`src/rtl/branch_predictor_pkg.sv`:
```
// Shared definitions for the fetch-stage branch predictor and its EX-side caller.
package branch_predictor_pkg;

   localparam int PROGRAM_ADDRESS_WIDTH = 6;

   // Default predictor geometry
   localparam int BP_INDEX_BITS = 4;
   localparam int BP_CTR_BITS   = 2;
   localparam int BP_GHR_BITS   = 0;

   // RV32 BRANCH major opcode and the funct3 encodings of the conditional branches
   localparam logic [6:0] OPCODE_BRANCH = 7'b1100011;

   typedef enum logic [2:0] {
      BR_BEQ  = 3'b000,
      BR_BNE  = 3'b001,
      BR_BLT  = 3'b100,
      BR_BGE  = 3'b101,
      BR_BLTU = 3'b110,
      BR_BGEU = 3'b111
   } branch_type_t;

   // Resolved-branch bundle; ghr is held at full address width, zero-extended
   typedef struct packed {
      logic                             valid;
      logic [PROGRAM_ADDRESS_WIDTH-1:0] pc;
      logic                             taken;
      logic [PROGRAM_ADDRESS_WIDTH-1:0] target;
      logic [PROGRAM_ADDRESS_WIDTH-1:0] ghr;
      logic                             mispredict;
   } bp_update_t;

   // Saturating up/down step of a counter of ctr_bits (1..4) width
   function automatic logic [3:0] sat_inc_dec(input logic [3:0] ctr,
                                              input logic       taken,
                                              input logic [2:0] ctr_bits);
      logic [4:0] ctr_max;
      logic [3:0] res;
      ctr_max = (5'd1 << ctr_bits) - 5'd1;
      if (taken) begin
         if (ctr >= ctr_max[3:0]) res = ctr_max[3:0];
         else                     res = ctr + 4'd1;
      end else begin
         if (ctr == 4'd0) res = 4'd0;
         else             res = ctr - 4'd1;
      end
      return res;
   endfunction

endpackage

```
`src/rtl/branch_predictor_bp_table.sv`:
```
// Pattern history / target table: flop array of {counter, valid, target}.
// Reads see the stored contents, so a same-cycle write is not visible until
// after the edge (old data on collision).
module bp_table
   import branch_predictor_pkg::*;
#(
   parameter int INDEX_BITS = BP_INDEX_BITS,
   parameter int CTR_BITS   = BP_CTR_BITS
) (
   input  logic                             clk,
   input  logic                             rst_n,
   input  logic [INDEX_BITS-1:0]            rd_idx_i,
   output logic [CTR_BITS-1:0]              rd_ctr_o,
   output logic                             rd_valid_o,
   output logic [PROGRAM_ADDRESS_WIDTH-1:0] rd_target_o,
   input  logic                             wr_en_i,
   input  logic [INDEX_BITS-1:0]            wr_idx_i,
   input  logic                             wr_taken_i,
   input  logic [PROGRAM_ADDRESS_WIDTH-1:0] wr_target_i
);

   localparam int DEPTH = 2 ** INDEX_BITS;
   localparam logic [CTR_BITS-1:0] CTR_WNT = CTR_BITS'((1 << (CTR_BITS - 1)) - 1);

   logic [CTR_BITS-1:0]              ctr_q    [DEPTH];
   logic                             valid_q  [DEPTH];
   logic [PROGRAM_ADDRESS_WIDTH-1:0] target_q [DEPTH];
   logic [CTR_BITS-1:0]              ctr_d;

   assign rd_ctr_o    = ctr_q[rd_idx_i];
   assign rd_valid_o  = valid_q[rd_idx_i];
   assign rd_target_o = target_q[rd_idx_i];

   // Next counter value for the entry being written
   always_comb begin
      ctr_d = CTR_BITS'(sat_inc_dec(4'(ctr_q[wr_idx_i]), wr_taken_i, 3'(CTR_BITS)));
   end

   // Entry storage: counters always step, target/valid only written on taken
   always_ff @(posedge clk or negedge rst_n) begin
      if (!rst_n) begin
         for (int i = 0; i < DEPTH; i++) begin
            ctr_q[i]    <= CTR_WNT;
            valid_q[i]  <= 1'b0;
            target_q[i] <= '0;
         end
      end else if (wr_en_i) begin
         ctr_q[wr_idx_i] <= ctr_d;
         if (wr_taken_i) begin
            valid_q[wr_idx_i]  <= 1'b1;
            target_q[wr_idx_i] <= wr_target_i;
         end
      end
   end

endmodule

```
`src/rtl/branch_predictor.sv`:
```
// Dynamic branch predictor: bimodal (GHR_BITS=0) or gshare indexing into a
// counter/target table, one-cycle registered lookup, speculative GHR with
// restore on mispredict.
module branch_predictor
   import branch_predictor_pkg::*;
#(
   parameter  int INDEX_BITS = BP_INDEX_BITS,
   parameter  int CTR_BITS   = BP_CTR_BITS,
   parameter  int GHR_BITS   = BP_GHR_BITS,
   localparam int GHR_W      = (GHR_BITS > 0) ? GHR_BITS : 1
) (
   input  logic                             clk,
   input  logic                             rst_n,
   input  logic                             pred_valid_i,
   input  logic [PROGRAM_ADDRESS_WIDTH-1:0] pred_pc_i,
   output logic                             pred_valid_o,
   output logic                             pred_taken_o,
   output logic [PROGRAM_ADDRESS_WIDTH-1:0] pred_target_o,
   output logic [GHR_W-1:0]                 pred_ghr_o,
   input  logic                             upd_valid_i,
   input  logic [PROGRAM_ADDRESS_WIDTH-1:0] upd_pc_i,
   input  logic                             upd_taken_i,
   input  logic [PROGRAM_ADDRESS_WIDTH-1:0] upd_target_i,
   input  logic [GHR_W-1:0]                 upd_ghr_i,
   input  logic                             upd_mispredict_i
);

   localparam int AW = PROGRAM_ADDRESS_WIDTH;

   bp_update_t            upd_s;
   logic [GHR_W-1:0]      ghr_q, ghr_d;
   logic [INDEX_BITS-1:0] hist_s, rd_idx_s, wr_idx_s;
   logic [CTR_BITS-1:0]   rd_ctr_s;
   logic                  rd_valid_s;
   logic [AW-1:0]         rd_target_s;
   logic                  pred_taken_s;
   logic [AW-1:0]         pred_target_s;
   logic                  pred_valid_q, pred_taken_q;
   logic [AW-1:0]         pred_target_q;
   logic [GHR_W-1:0]      pred_ghr_q;
   logic                  unused_s;

   // Bundle the resolved branch; history is forced to zero in bimodal mode
   always_comb begin
      upd_s            = '0;
      upd_s.valid      = upd_valid_i;
      upd_s.pc         = upd_pc_i;
      upd_s.taken      = upd_taken_i;
      upd_s.target     = upd_target_i;
      upd_s.mispredict = upd_mispredict_i;
      if (GHR_BITS > 0) upd_s.ghr = AW'(upd_ghr_i);
      else              upd_s.ghr = '0;
   end

   // Table indices and the combinational prediction for this lookup
   always_comb begin
      if (GHR_BITS > 0) hist_s = INDEX_BITS'(ghr_q);
      else              hist_s = '0;
      rd_idx_s     = pred_pc_i[INDEX_BITS-1:0] ^ hist_s;
      wr_idx_s     = upd_s.pc[INDEX_BITS-1:0] ^ upd_s.ghr[INDEX_BITS-1:0];
      pred_taken_s = rd_ctr_s[CTR_BITS-1] & rd_valid_s;
      if (rd_valid_s) pred_target_s = rd_target_s;
      else            pred_target_s = '0;
   end

   bp_table #(
      .INDEX_BITS (INDEX_BITS),
      .CTR_BITS   (CTR_BITS)
   ) u_table (
      .clk         (clk),
      .rst_n       (rst_n),
      .rd_idx_i    (rd_idx_s),
      .rd_ctr_o    (rd_ctr_s),
      .rd_valid_o  (rd_valid_s),
      .rd_target_o (rd_target_s),
      .wr_en_i     (upd_s.valid),
      .wr_idx_i    (wr_idx_s),
      .wr_taken_i  (upd_s.taken),
      .wr_target_i (upd_s.target)
   );

   // GHR next state: mispredict restore beats the speculative lookup shift
   always_comb begin
      ghr_d = ghr_q;
      if (GHR_BITS > 0) begin
         if (upd_valid_i && upd_mispredict_i) begin
            ghr_d = (upd_ghr_i << 1) | GHR_W'(upd_taken_i);
         end else if (pred_valid_i) begin
            ghr_d = (ghr_q << 1) | GHR_W'(pred_taken_s);
         end else begin
            ghr_d = ghr_q;
         end
      end else begin
         ghr_d = '0;
      end
   end

   // Global history register
   always_ff @(posedge clk or negedge rst_n) begin
      if (!rst_n) ghr_q <= '0;
      else        ghr_q <= ghr_d;
   end

   // Registered lookup results; hold the last prediction when idle
   always_ff @(posedge clk or negedge rst_n) begin
      if (!rst_n) begin
         pred_valid_q  <= 1'b0;
         pred_taken_q  <= 1'b0;
         pred_target_q <= '0;
         pred_ghr_q    <= '0;
      end else if (pred_valid_i) begin
         pred_valid_q  <= 1'b1;
         pred_taken_q  <= pred_taken_s;
         pred_target_q <= pred_target_s;
         pred_ghr_q    <= ghr_q;
      end else begin
         pred_valid_q  <= 1'b0;
      end
   end

   assign pred_valid_o  = pred_valid_q;
   assign pred_taken_o  = pred_taken_q;
   assign pred_target_o = pred_target_q;
   assign pred_ghr_o    = pred_ghr_q;

   // PC bits above the index and unused history bits are intentionally dropped
   assign unused_s = ^{pred_pc_i, upd_pc_i, upd_ghr_i, upd_s};

endmodule
```
`config.mk`:
```
export PLATFORM = sky130hd
export DESIGN_NAME = branch_predictor
export DESIGN_NICKNAME = d
export VERILOG_FILES = /design/src/rtl/branch_predictor_pkg.sv /design/src/rtl/branch_predictor_bp_table.sv /design/src/rtl/branch_predictor.sv
export SDC_FILE = /design/constraint.sdc
export NUM_CORES = 1
export LEC_CHECK = 0
export BUFFER_PORTS_ARGS = -buffer_cell sky130_fd_sc_hd__buf_2
export CORE_ASPECT_RATIO = 1.4
export CORE_UTILIZATION = 61
export CTS_CLUSTER_DIAMETER = 150
export DETAILED_ROUTE_END_ITERATION = 8
export GPL_TIMING_DRIVEN = 0
export HOLD_SLACK_MARGIN = 0.08
export PLACE_DENSITY = 0.88
export SYNTH_ARGS = -nofsm -noshare
export SYNTH_HDL_FRONTEND = slang
export SYNTH_HIERARCHICAL = 1
export SYNTH_SLANG_ARGS = --single-unit
```
`constraint.sdc`:
```
create_clock -name clk -period 2.9 [get_ports clk]
set_clock_uncertainty 0.15 [all_clocks]
set_input_delay 0.145 -clock clk [delete_from_list [all_inputs] [get_ports clk]]
set_output_delay 0.145 -clock clk [all_outputs]
set_load 0.01 [all_outputs]
```
==> results of run 1 <==
[area by class of cell]
class                   count  share of cell area [%]
plain buffers              27                    1.85
clock buffers              20                    5.64
clock inverters            12                    1.63
inverters                   7                   0.332
multi-input cells         261                    37.4
flip-flops and latches    152                    48.3
well taps                 141                    2.23
repair buffers             27                    2.58
[state kept, by name, indices dropped and copies added (netlist names)]
name / count
u_table/target_q: 96
u_table/ctr_q: 32
u_table/valid_q: 16
pred_target_o: 6
pred_taken_o: 1
pred_valid_o: 1
[power groups by stage]
stage	clock [mW]	sequential, mW	combinational [mW]
detailed placement	0	2.93	1.12
CTS	2.15	2.91	1.15
global route	2.23	2.97	1.22
global placement	0	2.88	1.07
floorplan	0	2.85	0.843
finish	2.11	2.92	1.14
[metal layers]
layer	wire (µm)	global-route usage, %	vias up
met3	650	5.97	44
li1	-	-	1746
met5	0	0	-
met1	5540	34.6	2141
met4	674	15.1	0
met2	8320	50.0	151
[worst max-delay path, stage by stage]
cell and delay, ns:
clkbuf_1 0.45, buf_2 0.45, mux4_2 0.60, mux4_2 0.55
nand3_1 0.11, o21ai_0 0.09
[cells in the final DEF, fill, tap and decap left out, drive strengths merged]
cell type	n
dlygate4sd3	8
bufinv	2
nand2	21
o21ai	7
nor2b	2
clkinv	4
nor3	4
nand3	11
buf	30
nor2	13
mux4	48
dfstp	16
and4	1
inv	7
mux2	128
dfrtp	136
or3b	1
conb	1
nand3b	2
clkbuf	36
nand2b	18
nand4	1
clkinvlp	6
maj3	2
a22oi	1
[how the worst max path moves through the flow]
stage | endpoint | slack [ns] | depth (start not counted)
after floorplan | pred_target_o[3] | 0.61 | 6
after global placement | u_table/target_q[35] | -0.39 | 1
after CTS | pred_target_o[0] | 0.61 | 6
after detailed placement | pred_target_o[2] | 0.18 | 6
final | pred_target_o[0] | 0.63 | 6
after global routing | pred_target_o[0] | 0.51 | 6
[metrics by stage]
step	cells	total power, mW
2_1_floorplan	447	3.69
3_3_place_gp	606	3.95
3_5_place_dp	607	4.05
4_1_cts	647	6.20
5_1_grt	647	6.42
6_report	647	6.17
[what timing repair did]
action / CTS / global route
gates resized for setup: 0 / 0
hold buffers: 8 / 0
hold endpoints to repair: 184 / 0
buffers inserted: 0 / 0
==> results.ini, run 1 <==
[synthesis]
synthCells = 447
syn_nets = 472
synth_area_mm2 = 0.00696
syn_avg_cell_area_um2 = 15.6
yosysWarningCount = 6

[clock_tree]
clk_pin_slew_worst_paths_ns = 0.06
cts-buffers-inserted = 17
clk_latency_ns = 0.42
clockBufferDepth = 2
htree_levels = 4
clock-sinks = 152
cts_tree = yes
cts_root_buffer = clkbuf_16

[global_route]
grt_start_max_net_pins = 103
antenna_found_initial = 0
grt_overflow_total = 0
grt_first_pass_wirelength_mm = 24.7
grt_pass1_vias = 4563
grt_usage_pct = 29.0

[cells_and_area]
diodes = 0
fillCellCount = 657
seqCellArea_mm2 = 0.00382
finalInstanceArea_mm2 = 0.00792
final_util_pct = 72.1
area_delta_synth_final_pct = 13.7
multi_input_area_mm2 = 0.00296
nets = 518
drive_above_1_share_pct = 50.2

[sta]
fin_ws_ns = 0.631
setup_tns_ns = 0
slew_viol_final = 0
hold_violations = 0
whs_ns = 0.0969
setup_viol = 0
worstMarginPinSlew_ns = 0.801
fmax_ghz = 0.441
rsz0062_at_grt = no
finalCritPeriodShare_pct = 78.2
relSlewSlack_pct = 46.6
fin_crit_ns = 2.27

[setup_path]
arrival_ns = 2.41
r2r_start = u_table/ctr_q[25]
endpoint_kind = register
crit_path_start = pred_pc_i[0]
startpoint_type = input pin
r2r_setup_slack_ns = 0.65
setup.worst_path.class = in2reg
path_max_fanout = 9
r2r_cells = 6
crit_required_ns = 3.04
rr_endpoint = u_table/ctr_q[31]

[floorplanning]
dieArea_mm2 = 0.0118
rows = 45
ioPinCount = 34
core_mm2 = 0.0110
die_w_um = 92.3
die_h_um = 128
initial_core_util_pct = 63.4

[pwr]
p_sw_mw = 1.56
comb_power_share_pct = 18.5
irDropWorstVdd_uv = 628
leakagePower_nw = 3.47
p_int_mw = 4.62
pwr-share-clk_pct = 34.2
seq_power_share_pct = 47.3
power_density_mw_per_mm2 = 780
switching_share_pct = 25.2

[route]
drt-initial-drc-count = 322
drc = 0
drt-total-wl_mm = 15.2
wire_per_inst_um = 23.5
vias = 4082
vias_per_cell = 6.31
ant_nets = 0
drt-pass1-iter-count = 4

[run_status]
status = finished clean

[place]
port_buffers = 18
postPlaceCellArea_mm2 = 0.00726
dp_hpwl_mm = 10.0
pre_cts_ws_ns = 0.182
routabilityCongestion = 0.917

[flow_run]
drv_cap = 0

[min_path]
hp-class = in2async

No activity file was read; power rests on OpenSTA's default activity.
==> inputs of run 2 (changes only) <==
Settings changed: CORE_UTILIZATION 61 to 55, PLACE_DENSITY 0.88 to 0.84.
Clock period 2.9 ns to 1.9 ns, I/O delays scaled along.
==> results.ini, run 2 (synthesized netlist as in run 1, its figures left out) <==
[run_status]
status = complete, but fails checks
violations = negative setup slack

[sta]
fmax_ghz = 0.451
worstMarginPinSlew_ns = 0.736  ; -0.0651 ns
fin_crit_ns = 2.22
relSlewSlack_pct = 51.0  ; +4.3 points
hold_violations = 0  ; unchanged
slew_viol_final = 0  ; unchanged
setup_viol = 39  ; +39
setup_tns_ns = -9.67  ; -9.67 ns
fin_ws_ns = -0.316  ; -0.948 ns
finalCritPeriodShare_pct = 117
rsz0062_at_grt = yes

[setup_path]
path_max_fanout = 3  ; -6
critPathMaxStageDelay_ns = 0.50  ; -0.10 ns
setup.worst_path.end = u_table/ctr_q[11]
r2r_cells = 6  ; unchanged
arrival_ns = 2.36  ; -0.05 ns
crit_path_start = u_table/ctr_q[25]
rr_endpoint = u_table/ctr_q[11]
crit_required_ns = 2.05  ; -0.99 ns
cpMaxStageDelayCell = mux4_2
endpoint_kind = register
startpoint_type = register
r2r_setup_slack_ns = -0.32  ; -0.97 ns
r2r_start = u_table/ctr_q[25]
crit_chain = mux4_2 > a22oi_2 > nand3_2 > maj3_2 > buf_4 > mux2_2
setup.worst_path.class = reg2reg

[pwr]
pwr-share-clk_pct = 33.1  ; -1.1 points
p_sw_mw = 2.54  ; +63%
switching_share_pct = 26.2  ; +1.0 points
seq_power_share_pct = 46.0  ; -1.3 points
comb_power_share_pct = 20.9  ; +2.4 points
irDropWorstVdd_uv = 512  ; -19%
p_int_mw = 7.13  ; +54%
leakagePower_nw = 3.61  ; +4.3%
power_density_mw_per_mm2 = 1180  ; +52%

[cells_and_area]
final_common_cell = dfrtp_1
largest_registers = u_table/target_q (96), u_table/ctr_q (32), u_table/valid_q (16)
largest_reg_flops = 96  ; unchanged
top_register = u_table/target_q
diodes = 0  ; unchanged
final_cell_mix = dfrtp_1, mux2_2, mux4_2, mux2_4, nand2_1
nets = 527  ; +1.7%
drive_above_1_share_pct = 54.4  ; +4.2 points
finalInstanceArea_mm2 = 0.00817  ; +3.3%
area_delta_synth_final_pct = 17.4

[floorplanning]
ioPinCount = 34  ; unchanged
core_mm2 = 0.0123  ; +12%
die_h_um = 135  ; +5.2%
initial_core_util_pct = 56.5  ; -6.9 points
dieArea_mm2 = 0.0131  ; +11%
die_w_um = 97.1  ; +5.2%
rows = 48  ; +6.7%

[global_route]
grt_start_max_net_pins = 82  ; -20%
grt_overflow_total = 0  ; unchanged
antenna_found_initial = 0  ; unchanged
grt_usage_pct = 26.0  ; -3.0 points
grt_first_pass_wirelength_mm = 25.2  ; +2.0%
grt_pass1_vias = 4526  ; -0.81%

[clock_tree]
clk_pin_slew_worst_paths_ns = 0.06  ; about the same
clock-sinks = 152  ; unchanged
clk_latency_ns = 0.42  ; about the same
clockBufferDepth = 2  ; unchanged
cts_tree = yes
cts_root_buffer = clkbuf_16
htree_levels = 4  ; unchanged
cts-buffers-inserted = 17  ; unchanged

[route]
drt-pass1-iter-count = 4  ; unchanged
drt-total-wl_mm = 15.7  ; +3.3%
ant_nets = 0  ; unchanged
wire_per_inst_um = 23.6  ; +0.53%
drt-initial-drc-count = 256  ; -20%
vias = 4126  ; +1.1%
drc = 0  ; unchanged
vias_per_cell = 6.20  ; -1.7%

[place]
port_buffers = 18  ; unchanged
routabilityCongestion = 0.881  ; -4.0%
postPlaceCellArea_mm2 = 0.00737  ; +1.5%
dp_hpwl_mm = 10.4  ; +4.3%

[min_path]
hp-class = in2reg

[flow_run]
drv_cap = 0  ; unchanged

run 2: cell count changes in the layout (fill, tap and decap cells not counted), sizes merged:
cell      before  now
inv            7    9
clkbuf        36   35
clkinvlp       6    4
buf           30   39
clkinv         4    6
bufinv         2    1
run 2: worst min path at each step:
stage	slack [ns]	endpoint	startpoint	depth (start not counted)
floorplan	-0.35	pred_taken_o	rst_n	0
global placement	0.15	pred_valid_o	pred_valid_i	1
detailed placement	0.04	u_table/valid_q[7]	rst_n	1
CTS	0.11	u_table/ctr_q[6]	upd_valid_i	4
global route	0.16	u_table/ctr_q[6]	upd_valid_i	4
finish	0.13	u_table/ctr_q[30]	upd_pc_i[0]	4
run 2: area by class of cell:
cell class / instances / area, µm²
buffer: 27 / 193
clock buffer: 19 / 443
clock inverter: 13 / 123
fill: 818 / 4140
inverter: 7 / 26.3
multi-input combinational: 261 / 3090
sequential: 152 / 3820
tap: 150 / 188
timing repair buffer: 36 / 283
run 2: critical path, delay by kind of cell (launching register included):
family | cells | cell delay (ns)
compound gates | 1 | 0.19
fa+ha+maj | 1 | 0.35
buf+inv | 1 | 0.15
flops | 1 | 0.37
mux | 2 | 0.77
simple gates | 1 | 0.11
run 2: timing repair:
item	CTS	global route
setup endpoints to repair	39	77
hold endpoints to repair	124	0
buffers inserted	8	2
resized for setup	25	7
pin swaps	8	10
hold buffers	8	0
gates cloned	1	0
run 2: per-stage QoR:
stage	utilization [%]	power, mW	hold WS, ns	cells	setup slack (ns)
2_1_floorplan	-	5.73	-0.351	447	-0.193
3_3_place_gp	59.6	6.14	0.151	615	-1.31
3_5_place_dp	59.9	6.31	0.0409	616	-0.495
4_1_cts	66.3	9.70	0.110	665	-0.337
5_1_grt	66.4	10.0	0.164	665	-0.360
6_report	66.4	9.67	0.134	665	-0.316
run 2: metal layers:
layer	track usage, %	vias to the layer above	share of wire, %
li1	-	1763	-
met1	30.2	2193	37
met2	45.3	135	55
met3	5.18	35	4.2
met4	14.2	0	4.3
met5	0	-	0
run 2: power groups by stage:
stage	clock network (mW)	registers (mW)	logic (mW)
5_1_grt	3.36	4.53	2.15
6_report	3.19	4.45	2.02
4_1_cts	3.24	4.44	2.02
2_1_floorplan	0	4.35	1.37
3_5_place_dp	0	4.48	1.83
3_3_place_gp	0	4.41	1.74
==> inputs of run 3 (changes only) <==
Settings changed: MAX_ROUTING_LAYER set to met4.
==> results.ini, run 3 (synthesized netlist as in run 1, its figures left out) <==
[sta]
slew_viol_final = 0  ; unchanged
worstMarginPinSlew_ns = 0.740  ; +0.00417 ns
rsz0062_at_grt = yes
fin_crit_ns = 2.22  ; +0.00127 ns
fin_ws_ns = -0.318  ; -0.00127 ns
setup_viol = 39  ; unchanged
whs_ns = 0.131  ; -0.00249 ns
fmax_ghz = 0.451  ; about the same
relSlewSlack_pct = 50.7  ; -0.28 points
hold_violations = 0  ; unchanged
finalCritPeriodShare_pct = 117  ; about the same
setup_tns_ns = -9.78  ; -0.109 ns

[setup_path]
crit_required_ns = 2.04  ; about the same
arrival_ns = 2.36  ; about the same
crit_chain = mux4_2 > a22oi_2 > nand3_2 > maj3_2 > buf_4 > mux2_2
r2r_setup_slack_ns = -0.32  ; about the same
setup.worst_path.class = reg2reg
cpMaxStageDelayCell = mux4_2
endpoint_kind = register
startpoint_type = register
path_max_fanout = 3  ; unchanged
critPathMaxStageDelay_ns = 0.49  ; about the same

[floorplanning]
die_w_um = 97.1  ; unchanged
ioPinCount = 34  ; unchanged
die_h_um = 135  ; unchanged
core_mm2 = 0.0123  ; unchanged
rows = 48  ; unchanged
dieArea_mm2 = 0.0131  ; unchanged
initial_core_util_pct = 56.5  ; unchanged

[place]
postPlaceCellArea_mm2 = 0.00737  ; unchanged
port_buffers = 18  ; unchanged
dp_cells = 616  ; unchanged
dp_hpwl_mm = 10.4  ; unchanged
routabilityCongestion = 0.896  ; +1.7%

[global_route]
grt_first_pass_wirelength_mm = 25.3  ; +0.25%
antenna_found_initial = 0  ; unchanged
grt_overflow_total = 0  ; unchanged
grt_start_max_net_pins = 82  ; unchanged
grt_pass1_vias = 4521  ; -0.11%
grt_usage_pct = 26.8  ; +0.81 points

[route]
vias = 4146  ; +0.48%
drt-pass1-iter-count = 4  ; unchanged
drt-initial-drc-count = 254  ; -0.78%
vias_per_cell = 6.23  ; +0.48%
drt-total-wl_mm = 15.7  ; about the same
ant_nets = 0  ; unchanged
drc = 0  ; unchanged
wire_per_inst_um = 23.6  ; about the same

[cells_and_area]
area_delta_synth_final_pct = 17.4  ; unchanged
layoutNonFillerInstCount = 665  ; unchanged
largest_reg_flops = 96  ; unchanged
nets = 527  ; unchanged
fillCellCount = 818  ; unchanged
largest_registers = u_table/target_q (96), u_table/ctr_q (32), u_table/valid_q (16)
diodes = 0  ; unchanged
top_register = u_table/target_q
finalInstanceArea_mm2 = 0.00817  ; unchanged
final_common_cell = dfrtp_1
final_cell_mix = dfrtp_1, mux2_2, mux4_2, mux2_4, nand2_1
drive_above_1_share_pct = 54.4  ; unchanged

[pwr]
power_mw = 9.67  ; about the same
power_density_mw_per_mm2 = 1180  ; about the same
irDropWorstVdd_uv = 508  ; -0.69%
leakagePower_nw = 3.61  ; unchanged

[clock_tree]
clock-sinks = 152  ; unchanged
htree_levels = 4  ; unchanged
clk_pin_slew_worst_paths_ns = 0.06  ; about the same
clk_latency_ns = 0.42  ; about the same
cts_tree = yes
cts-buffers-inserted = 17  ; unchanged
cts_root_buffer = clkbuf_16
clockBufferDepth = 2  ; unchanged

[run_status]
violations = negative setup slack
status = complete, but fails checks

[flow_run]
drv_cap = 0  ; unchanged

[min_path]
hp-class = in2reg

## run 3: cell counts in the layout (fill, tap and decap cells not counted)
No cell type changed its count.
## run 3: final cells by class
| cell class | count | area (µm²) | area share [%] |
|---|---|---|---|
| Buffer | 27 | 193 | 2.36 |
| Clock buffer | 19 | 443 | 5.42 |
| Clock inverter | 13 | 123 | 1.50 |
| Inverter | 7 | 26.3 | 0.321 |
| Multi-Input combinational cell | 261 | 3090 | 37.9 |
| Sequential cell | 152 | 3820 | 46.8 |
| Tap cell | 150 | 188 | 2.30 |
| Timing Repair Buffer | 36 | 283 | 3.46 |
## run 3: metrics by stage
step                      util [%]  setup WS [ns]
after floorplan                  -         -0.193
after global placement        59.6          -1.31
after detailed placement      59.9         -0.495
after CTS                     66.3         -0.337
after global routing          66.4         -0.360
final                         66.4         -0.318
## run 3: what timing repair did
item | 4_1_cts | 5_1_grt
gates resized for setup | 25 | 7
endpoints found under the hold margin | 124 | 0
setup endpoints to repair | 39 | 81
hold buffers | 8 | 0
setup buffers | 8 | 2
pin swaps | 8 | 10
cloned | 1 | 0
## run 3: report_power, final
part,internal [mW],switching [mW],total (mW)
Sequential,4.05,0.396,4.45
Clock,1.85,1.35,3.20
Combinational,1.23,0.789,2.02
## run 3: final timing paths
check | end | cells past startpoint | start
max in group asynchronous | u_table/target_q[52] | 3 | rst_n
hold / removal | u_table/ctr_q[6] | 4 | upd_valid_i
min in group asynchronous | u_table/target_q[34] | 2 | rst_n
setup / recovery | u_table/ctr_q[11] | 6 | u_table/ctr_q[31]
setup reg to reg | u_table/ctr_q[11] | 6 | u_table/ctr_q[31]
hold reg to reg | u_table/valid_q[9] | 1 | u_table/valid_q[9]
## run 3: worst max-delay path, delay by kind of cell, from the launching register on
kind                       cells  cell delay [ns]
muxes                          2             0.76
buffers and inverters          1             0.15
DFF                            1             0.38
adders and majority gates      1             0.35
and+or+nand+nor                1             0.11
AOI/OAI and AO/OA              1             0.19
## run 3: routing by layer
layer | track usage (%) | wire (µm) | vias to the layer above
met1 | 30.1 | 5860 | 2227
met2 | 45.4 | 8630 | 116
met5 | - | 0 | -
li1 | - | - | 1768
met3 | 5.28 | 575 | 35
met4 | 14.1 | 630 | 0
